[src/rtl/uart_tx_arbiter.sv]
`default_nettype none
// ============================================================================
// Module   : uart_tx_arbiter
// Purpose  : Round-robin arbiter/sequencer sharing one UART TX datapath among
//            N byte requesters. Captures the winner's byte, stretches the TX
//            start pulse over START_LEN cycles, then follows Tx_Busy through
//            one frame before the next grant is allowed.
// Ports    : Clk, Reset (sync, active-low), Enable (gates new grants only),
//            Req[N], Data_In[N*WORD_LENGTH], Tx_Busy (already synchronised)
//            -> Ack[N] (1-cycle), Grant[N] (one-hot owner), Tx_Data,
//            Tx_Start, Busy (state != IDLE), Timeout_Err (1-cycle).
// Revision : 1.0  initial release
// ============================================================================
module uart_tx_arbiter #(
  parameter int N           = 4,
  parameter int WORD_LENGTH = 8,
  parameter int START_LEN   = 4,
  parameter int TIMEOUT     = 1023
) (
  input  logic                     Clk,
  input  logic                     Reset,
  input  logic                     Enable,
  input  logic [N-1:0]             Req,
  input  logic [N*WORD_LENGTH-1:0] Data_In,
  input  logic                     Tx_Busy,
  output logic [N-1:0]             Ack,
  output logic [N-1:0]             Grant,
  output logic [WORD_LENGTH-1:0]   Tx_Data,
  output logic                     Tx_Start,
  output logic                     Busy,
  output logic                     Timeout_Err
);

  localparam int CW = $clog2(TIMEOUT + 1);
  localparam int PW = $clog2(N);

  localparam logic [1:0] S_IDLE      = 2'd0;
  localparam logic [1:0] S_START     = 2'd1;
  localparam logic [1:0] S_WAIT_BUSY = 2'd2;
  localparam logic [1:0] S_WAIT_DONE = 2'd3;

  localparam logic [CW-1:0] C_START_INIT = CW'(START_LEN - 1);
  localparam logic [CW-1:0] C_TIMEOUT    = CW'(TIMEOUT);

  logic [1:0]             state_q, state_d;
  logic [CW-1:0]          cnt_q, cnt_d;
  logic [PW-1:0]          ptr_q, ptr_d;     // first index searched next
  logic [N-1:0]           ack_q, ack_d;
  logic [N-1:0]           grant_q, grant_d;
  logic [WORD_LENGTH-1:0] data_q, data_d;
  logic                   start_q, start_d;
  logic                   err_q, err_d;

  logic                   w_found;
  logic [PW-1:0]          w_win;
  logic [PW:0]            w_sum;
  logic                   w_grant_now;
  logic [CW-1:0]          w_cnt_inc;
  logic [N-1:0]           w_onehot;

  // Rotating search starting at ptr_q; the first requester found wins.
  always_comb begin
    w_found = 1'b0;
    w_win   = '0;
    w_sum   = '0;
    for (int i = 0; i < N; i++) begin
      w_sum = {1'b0, ptr_q} + (PW+1)'(i);
      if (w_sum >= (PW+1)'(N)) begin
        w_sum = w_sum - (PW+1)'(N);
      end
      if (!w_found && Req[w_sum[PW-1:0]]) begin
        w_found = 1'b1;
        w_win   = w_sum[PW-1:0];
      end
    end
  end

  assign w_grant_now = (state_q == S_IDLE) && Enable && w_found;
  assign w_cnt_inc   = cnt_q + CW'(1);
  assign w_onehot    = N'(1) << w_win;

  // State and output registers
  always_ff @(posedge Clk) begin
    if (!Reset) begin
      state_q <= S_IDLE;
      cnt_q   <= '0;
      ptr_q   <= '0;
      ack_q   <= '0;
      grant_q <= '0;
      data_q  <= '0;
      start_q <= 1'b0;
      err_q   <= 1'b0;
    end else begin
      state_q <= state_d;
      cnt_q   <= cnt_d;
      ptr_q   <= ptr_d;
      ack_q   <= ack_d;
      grant_q <= grant_d;
      data_q  <= data_d;
      start_q <= start_d;
      err_q   <= err_d;
    end
  end

  // Next-state logic
  always_comb begin
    state_d = state_q;
    case (state_q)
      S_IDLE:      if (w_grant_now) state_d = S_START;
      S_START:     if (cnt_q == '0) state_d = S_WAIT_BUSY;
      S_WAIT_BUSY: begin
        if (Tx_Busy) begin
          state_d = S_WAIT_DONE;
        end else if (w_cnt_inc == C_TIMEOUT) begin
          state_d = S_IDLE;
        end
      end
      S_WAIT_DONE: if (!Tx_Busy) state_d = S_IDLE;
      default:     state_d = S_IDLE;
    endcase
  end

  // Output / datapath next values
  always_comb begin
    ack_d   = '0;
    err_d   = 1'b0;
    grant_d = grant_q;
    data_d  = data_q;
    start_d = start_q;
    cnt_d   = cnt_q;
    ptr_d   = ptr_q;
    case (state_q)
      S_IDLE: begin
        if (w_grant_now) begin
          ack_d   = w_onehot;
          grant_d = w_onehot;
          data_d  = Data_In[int'(w_win)*WORD_LENGTH +: WORD_LENGTH];
          start_d = 1'b1;
          cnt_d   = C_START_INIT;
          ptr_d   = (w_win == PW'(N - 1)) ? '0 : w_win + PW'(1);
        end
      end
      S_START: begin
        if (cnt_q == '0) begin
          start_d = 1'b0;
          cnt_d   = '0;
        end else begin
          cnt_d = cnt_q - CW'(1);
        end
      end
      S_WAIT_BUSY: begin
        // A busy flag already high on entry counts as the frame starting.
        if (!Tx_Busy) begin
          cnt_d = w_cnt_inc;
          if (w_cnt_inc == C_TIMEOUT) begin
            err_d   = 1'b1;
            grant_d = '0;
          end
        end
      end
      S_WAIT_DONE: begin
        if (!Tx_Busy) grant_d = '0;
      end
      default: begin
        grant_d = '0;
        start_d = 1'b0;
      end
    endcase
  end

  assign Ack         = ack_q;
  assign Grant       = grant_q;
  assign Tx_Data     = data_q;     // holds until the next grant
  assign Tx_Start    = start_q;
  assign Busy        = (state_q != S_IDLE);
  assign Timeout_Err = err_q;

endmodule
`default_nettype wire
[config.mk]
export PLATFORM = sky130hd
export DESIGN_NAME = uart_tx_arbiter
export DESIGN_NICKNAME = d
export VERILOG_FILES = /design/src/rtl/uart_tx_arbiter.sv
export SDC_FILE = /design/constraint.sdc
export NUM_CORES = 1
export LEC_CHECK = 0
export BUFFER_PORTS_ARGS = -buffer_cell sky130_fd_sc_hd__buf_2
export CAP_MARGIN = 25
export CORE_MARGIN = 4
export CORE_UTILIZATION = 55
export CTS_BUF_LIST = sky130_fd_sc_hd__clkbuf_2 sky130_fd_sc_hd__clkbuf_4 sky130_fd_sc_hd__clkbuf_8
export DETAILED_ROUTE_END_ITERATION = 8
export PLACE_DENSITY = 0.83
export SLEW_MARGIN = 20
export SYNTH_ARGS = -nofsm -noshare
export SYNTH_HDL_FRONTEND = slang
export SYNTH_SLANG_ARGS = --single-unit
[constraint.sdc]
create_clock -name Clk -period 2.5 [get_ports Clk]
set_input_delay 0.75 -clock Clk [delete_from_list [all_inputs] [get_ports Clk]]
set_output_delay 0.75 -clock Clk [all_outputs]
set_load 0.05 [all_outputs]
Word-level counts from Yosys, hierarchy flattened --
Cells that the tools add are included.
Cells by class: add/subtract/negate cells 10, magnitude comparators 8, equality and inequality tests 11, shift operators 2, muxes and demuxes 40, bitwise logic cells 2, reduce and logical (&&, ||, !) cells 21
Operators with widths (count):
- 32-bit by 6-bit variable part select with 8-bit output | 1
- 10-bit 2-to-1 mux | 3
- 10-bit case mux with 3 select lines | 1
- 2-bit 2-to-1 mux | 14
- 4-bit 2-to-1 mux | 4
- 2-bit by 3-bit less-than comparator with 1-bit output (second input constant) | 4
- 4-bit case mux with 3 select lines | 1
- 1-bit 2-to-1 mux | 11
- 10-bit by 1-bit adder with 10-bit output (second input constant) | 1
- 10-bit equality test (second input constant) | 1
- 10-bit logical NOT | 1
- 2-bit != test (second input constant) | 5
- 10-bit by 1-bit subtractor with 10-bit output (second input constant) | 1
- 3-bit greater-or-equal comparator (second input constant) | 3
- 3-bit AND reduction | 3
- 1-bit binary-select mux with 2-bit select | 4
- 2-bit case mux with 4 select lines | 1
- 2-bit by 1-bit subtractor with 2-bit output (second input constant) | 4
- 2-bit by 2-bit adder with 3-bit output (second input constant) | 2
- 2-bit equality test (second input constant) | 3
- 3-bit nonzero test | 2
- 1-bit logical AND | 5
- 5-bit AND reduction | 1
- 4-bit AND reduction | 1
- other kinds (13) | 17
Storage, ports and cells: bits in registers 32, output and inout bits 19, word-level logic and storage cells 102

Logic depth before layout (Yosys ltp) --
depth after elaboration 17, gate-level depth with buffers 9, gate-level depth less buffers 8

Worst setup path after synthesis --
OpenSTA, ideal clock, no wires.
path kind in2reg, from in Req[0], to reg ptr_q[1], library setup time 129 ps, data arrival time 2047 ps, required time 2371 ps, slack 324 ps, cell stages on the path 9, buffers on the path 2, cells stage by stage a21oi_1 o21a_1 o22ai_1 buf_2 buf_4 inv_1 ha_1 mux2i_1 nor2_1
Between the ends: cells in the longest elaborated chain, start to end 14, elaborated cells on any way between the ends 27, those cells by class add/sub (1); eq/ne (1); mux (17); reduce/logical (8)
Ends and longest elaborated chain:
- start: declaration | line 23 | input logic [N-1:0] Req,
- 1-bit binary-select mux with 2-bit select | line 71 | if (!w_found && Req[w_sum[PW-1:0]]) begin
- 1-bit 2-to-1 mux (not written as such) | line 71
- 1-bit 2-to-1 mux | line 71
- 1-bit logical NOT | line 71
- 1-bit logical AND | line 71
- 1-bit 2-to-1 mux | line 71
- 1-bit logical NOT | line 71
- 1-bit logical AND | line 71
- 1-bit 2-to-1 mux | line 71
- 1-bit logical NOT | line 71
- 1-bit logical AND | line 71
- 2-bit 2-to-1 mux / 1-bit 2-to-1 mux (equally long branches) | line 71
- 2-bit by 1-bit adder with 2-bit output, or another cell as far along | line 140 | ptr_d = (w_win == PW'(N - 1)) ? '0 : w_win + PW'(1);
- 2-bit 2-to-1 mux / 2-bit AND reduction (equally long branches)
- end signal: assignment | line 96 | ptr_q <= ptr_d;
- end: declaration | line 47 | logic [PW-1:0] ptr_q, ptr_d;
Parallel ways exist; a longest one is shown, timed or not. The select of a mux whose other input is x is not followed. A chain may end at the register's enable or synchronous reset.

Final worst setup path --
from reg cnt_q[0], to reg grant_q[3] (netlist: Grant[3])
Between the ends: cells in the longest elaborated chain, start to end 4
Ends and longest elaborated chain:
- start: declaration | line 46 | logic [CW-1:0] cnt_q, cnt_d;
- start signal: assignment | line 95 | cnt_q <= cnt_d;
- 10-bit by 1-bit adder with 10-bit output | line 79 | assign w_cnt_inc = cnt_q + CW'(1);
- 10-bit equality test | line 155 | if (w_cnt_inc == C_TIMEOUT) begin
- 2-bit != test (no line)
- 5-bit AND reduction (no line)
- end signal: assignment | line 98 | grant_q <= grant_d;
- end: declaration | line 49 | logic [N-1:0] grant_q, grant_d;
Every way passes these cells.

==> implementation parameters <==
Parameter                              Value

Worst setup path
  Arr. time, crit path    approximately 2.5 ns
  Dominant delay contributor by cell family on the critical path    compound AO/OA/AOI/OAI gates
  Category of the critical setup timing path    reg -> reg
  CP Data Required Time    2.74 ns
  Delay of the slowest cell on the worst path    ~0.48 ns
  Critical-path cell list    ha_1 > a21o_1 > a41oi_1 > a211oi_1 > nor4b_4 > o31ai_2 > a22o_1
  Top fanout value on the critical path    9
  Flop2flop setup slack    0.29 ns
  CP endpoint kind    register
  Count of buffer and inverter cells on the critical path    0
  Standard cell with the maximum stage delay on the critical path    sky130_fd_sc_hd__dfxtp_1
  Kind of start point of the critical path    register

Detailed routing
  DRC errors left    0
  Total iterations of the first detailed-routing run    4
  Aggregate routed wire length    between 5000 and 6000 um
  Number of DRC markers after the initial detailed-route iteration    around 220
  Post-DRT Antenna Nets    0
  Metal2 WL    between 2000 and 3000 um
  Detail-routed net length per standard cell    approximately 15 um
  Met3 Wirelength    between 400 and 500 um
  DR top layer    met4
  Met1 layer wirelength in the final routing    approximately 2600 um
  Via count    ~2.3k
  Detailed-route vias per instance    between 6 and 7

Synth
  Mean Syn Cell Area    8.37 um2
  Commonest register cell after synthesis    sky130_fd_sc_hd__dfxtp_1
  Count of state elements after synthesis    32
  Post-synthesis instance area    2210 um2
  Post-synth EDFFs    0
  Cell variety after synth    56
  FFs w/ async S/R, synth    0%
  Number of nets in the synthesized netlist    317
  Synthesized instance count    264
  Yosys synthesis warning count    0
  Proportion of synthesized chip area in sequential cells    29.0%

Timing
  Final count of pins violating max slew    0
  Setup repair after global routing missed its margin    no
  Setup Viol. Count Final    0
  Number of hold violations in the final report    0
  Tcrit/Tclk final    between 80% and 90%
  Highest clock frequency the design can meet    452 MHz
  Slew headroom    between 50% and 60%
  Min Clock Period, post-route    about 2.2 ns
  Worst clock skew on the final layout    between 0.006 and 0.007 ns
  Summed negative setup slack over all endpoints    0 ns
  Worst slew pin tran    0.635 ns

Cells and area
  Non-filler cells, final    approximately 380
  Total of fill cells in the finished design    approximately 310
  Antenna diode count    0
  Fraction of final layout cells sized beyond drive strength 1    around 28%
  Layout-stage area growth over the synthesis result    22.6%
  Final Core Density    71.8%
  Final net count    381

Power and ir drop
  Sequential power share    between 20% and 30%
  Share of total power in the clock network    approximately 18%
  Worst ir drop on vdd    around 1 mV
  Final total power    2.81 mW
  Share of total power in combinational logic    between 50% and 60%
  Internal power consumption    1.48 mW
  Pwr dens    approximately 1000 nW/um2
  Net switching component of the power    about 1.3 mW
  Static leakage    between 1 and 1.5 nW
  Share of total power consumed by net switching    47.3%

CTS
  Clock slew at reported path FFs    0.07 ns
  CTS tree    built
  Number of buffers inserted to repair setup after CTS    0
  Cells resized by post-CTS repair    0
  Hold-fix buffers, CTS    0
  Worst-skew pair later-pin latency    between 0.2 and 0.3 ns
  Number of clock sinks seen by CTS    32
  Root buffer cell    sky130_fd_sc_hd__clkbuf_8
  # H-tree levels    2
  CTS Buf Count    5
  Clock Tree Buf Depth    2

Placed design
  Buffers on Ports    58
  Cell total after placement    roughly 370
  Placed wire-length estimate after detailed placement    4390 um
  Weighted congestion at the end of routability-driven global placement    roughly 1.0

Global route
  Overflow left after global routing    0
  Largest net degree at the start of global routing    21
  First-pass GRT wire length    between 9000 and 10000 um
  Initial antenna violation count    0
  Total Routing Usage GR    between 20% and 30%
  Number of global-route vias before repair    roughly 2.1k

Floorplan
  Die Y-Extent    roughly 70 um
  Core footprint    ~3800 um2
  Standard-cell row count    22
  Number of top-level pins    59
  Die Outline Area    slightly above 5000 um2
  Initial core utilization    58.6%
  Die X-Extent    between 70 and 80 um

Job
  Max-Cap Viols    0

Status
  Run status    completed

Hold path
  Worst min-delay path category    reg -> reg
==> state kept, by name (all words and copies together) (netlist names) <==
| name | cells |
|---|---|
| Tx_Start | 1 |
| ptr_q | 2 |
| Timeout_Err | 1 |
| Tx_Data | 8 |
| Grant | 4 |
| cnt_q | 10 |
| Ack | 4 |
| state_q | 2 |
==> layout by cell type (no fill, tap or decap), types with 4 or more instances in the layout <==
master | netlist | final
sky130_fd_sc_hd__a21o_1 | 9 | 9
sky130_fd_sc_hd__a21oi_1 | 13 | 13
sky130_fd_sc_hd__a22o_1 | 4 | 4
sky130_fd_sc_hd__a22oi_1 | 4 | 4
sky130_fd_sc_hd__a32oi_1 | 4 | 4
sky130_fd_sc_hd__and3_1 | 5 | 5
sky130_fd_sc_hd__buf_2 | 8 | 58
sky130_fd_sc_hd__buf_4 | 2 | 16
sky130_fd_sc_hd__clkbuf_8 | 0 | 5
sky130_fd_sc_hd__dfxtp_1 | 32 | 32
sky130_fd_sc_hd__ha_1 | 13 | 13
sky130_fd_sc_hd__inv_1 | 15 | 15
sky130_fd_sc_hd__mux2i_1 | 19 | 19
sky130_fd_sc_hd__nand2_1 | 16 | 16
sky130_fd_sc_hd__nand3_1 | 10 | 10
sky130_fd_sc_hd__nand4_1 | 4 | 4
sky130_fd_sc_hd__nor2_1 | 16 | 16
sky130_fd_sc_hd__nor3_1 | 6 | 6
sky130_fd_sc_hd__nor4_1 | 4 | 4
sky130_fd_sc_hd__o21ai_0 | 16 | 16
sky130_fd_sc_hd__o22ai_1 | 10 | 9
==> area by class of cell <==
type	instances	area, um2	area share [%]
repair buffers	74	410	15.2
clock inverters	3	42.5	1.57
inverters	15	56.3	2.08
clock buffers	5	68.8	2.54
well taps	48	60.1	2.22
flip-flops and latches	32	641	23.7
multi-input cells	200	1430	52.8
==> power by group through the flow <==
stage          combinational, mW  sequential (mW)  clock [mW]
6_report                    1.57            0.736       0.502
5_1_grt                     1.71            0.755       0.530
4_1_cts                     1.55            0.735       0.508
3_5_place_dp                1.55            0.744           0
3_3_place_gp                1.52            0.741           0
2_1_floorplan              0.948            0.924           0
==> synthesized netlist by cell type, drive strengths merged (2+ instances only) <==
| master | n | area, um2 |
|---|---|---|
| dfxtp | 32 | 641 |
| a21o | 9 | 67.6 |
| nor4b | 4 | 50.1 |
| a22oi | 4 | 30.0 |
| a221oi | 3 | 26.3 |
| o22ai | 10 | 62.6 |
| buf | 11 | 66.3 |
| o31a | 2 | 17.5 |
| nand4 | 4 | 25.0 |
| o31ai | 2 | 20.0 |
| a21oi | 13 | 65.1 |
| a22o | 4 | 35.0 |
| nand2b | 3 | 18.8 |
| inv | 15 | 56.3 |
| a211oi | 4 | 35.0 |
| and3 | 5 | 31.3 |
| mux2i | 19 | 190 |
| nand3 | 11 | 60.1 |
| nand2 | 17 | 66.3 |
| clkbuf | 6 | 22.5 |
| o221ai | 3 | 26.3 |
| nor4 | 4 | 25.0 |
| a221o | 2 | 20.0 |
| o211ai | 2 | 15.0 |
| o21ai | 16 | 80.1 |
| ha | 13 | 163 |
| a31oi | 2 | 18.8 |
| nor2 | 17 | 71.3 |
| a32oi | 4 | 35.0 |
| nor3 | 7 | 40.0 |
==> routing by layer <==
layer | up-vias | global-route usage (%)
met3 | 12 | 5.61
met4 | 0 | 6.89
met2 | 83 | 37.2
met5 | - | 0
met1 | 1047 | 31.1
li1 | 1126 | -
==> through the flow <==
stage          cell area [um2]  setup WS [ns]  hold slack [ns]
6_report                  2710          0.288            0.452
5_1_grt                   2710         0.0813            0.468
4_1_cts                   2710          0.296            0.455
3_5_place_dp              2600          0.207            0.437
3_3_place_gp              2600          0.291            0.430
2_1_floorplan             2210          0.324            0.528
==> logic make-up after synthesis <==
logic type | Yosys count | share of synthesized area, %
buf+inv | 32 | 6.57
mux | 19 | 8.61
simple gates | 79 | 19.8
xor+xnor | 1 | 0.397
fa+ha+maj | 13 | 7.37
compound gates | 88 | 28.3
flops | 32 | 29.0
==> worst paths after layout <==
check	startpoint	cells after the start	endpoint
worst max-delay path	cnt_q[0]	7	Grant[3]
worst min-delay path	Tx_Data[6]	1	Tx_Data[6]
worst max register to register	cnt_q[0]	7	Grant[3]
worst min register to register	Tx_Data[6]	1	Tx_Data[6]
No activity file was read; power rests on OpenSTA's default activity.
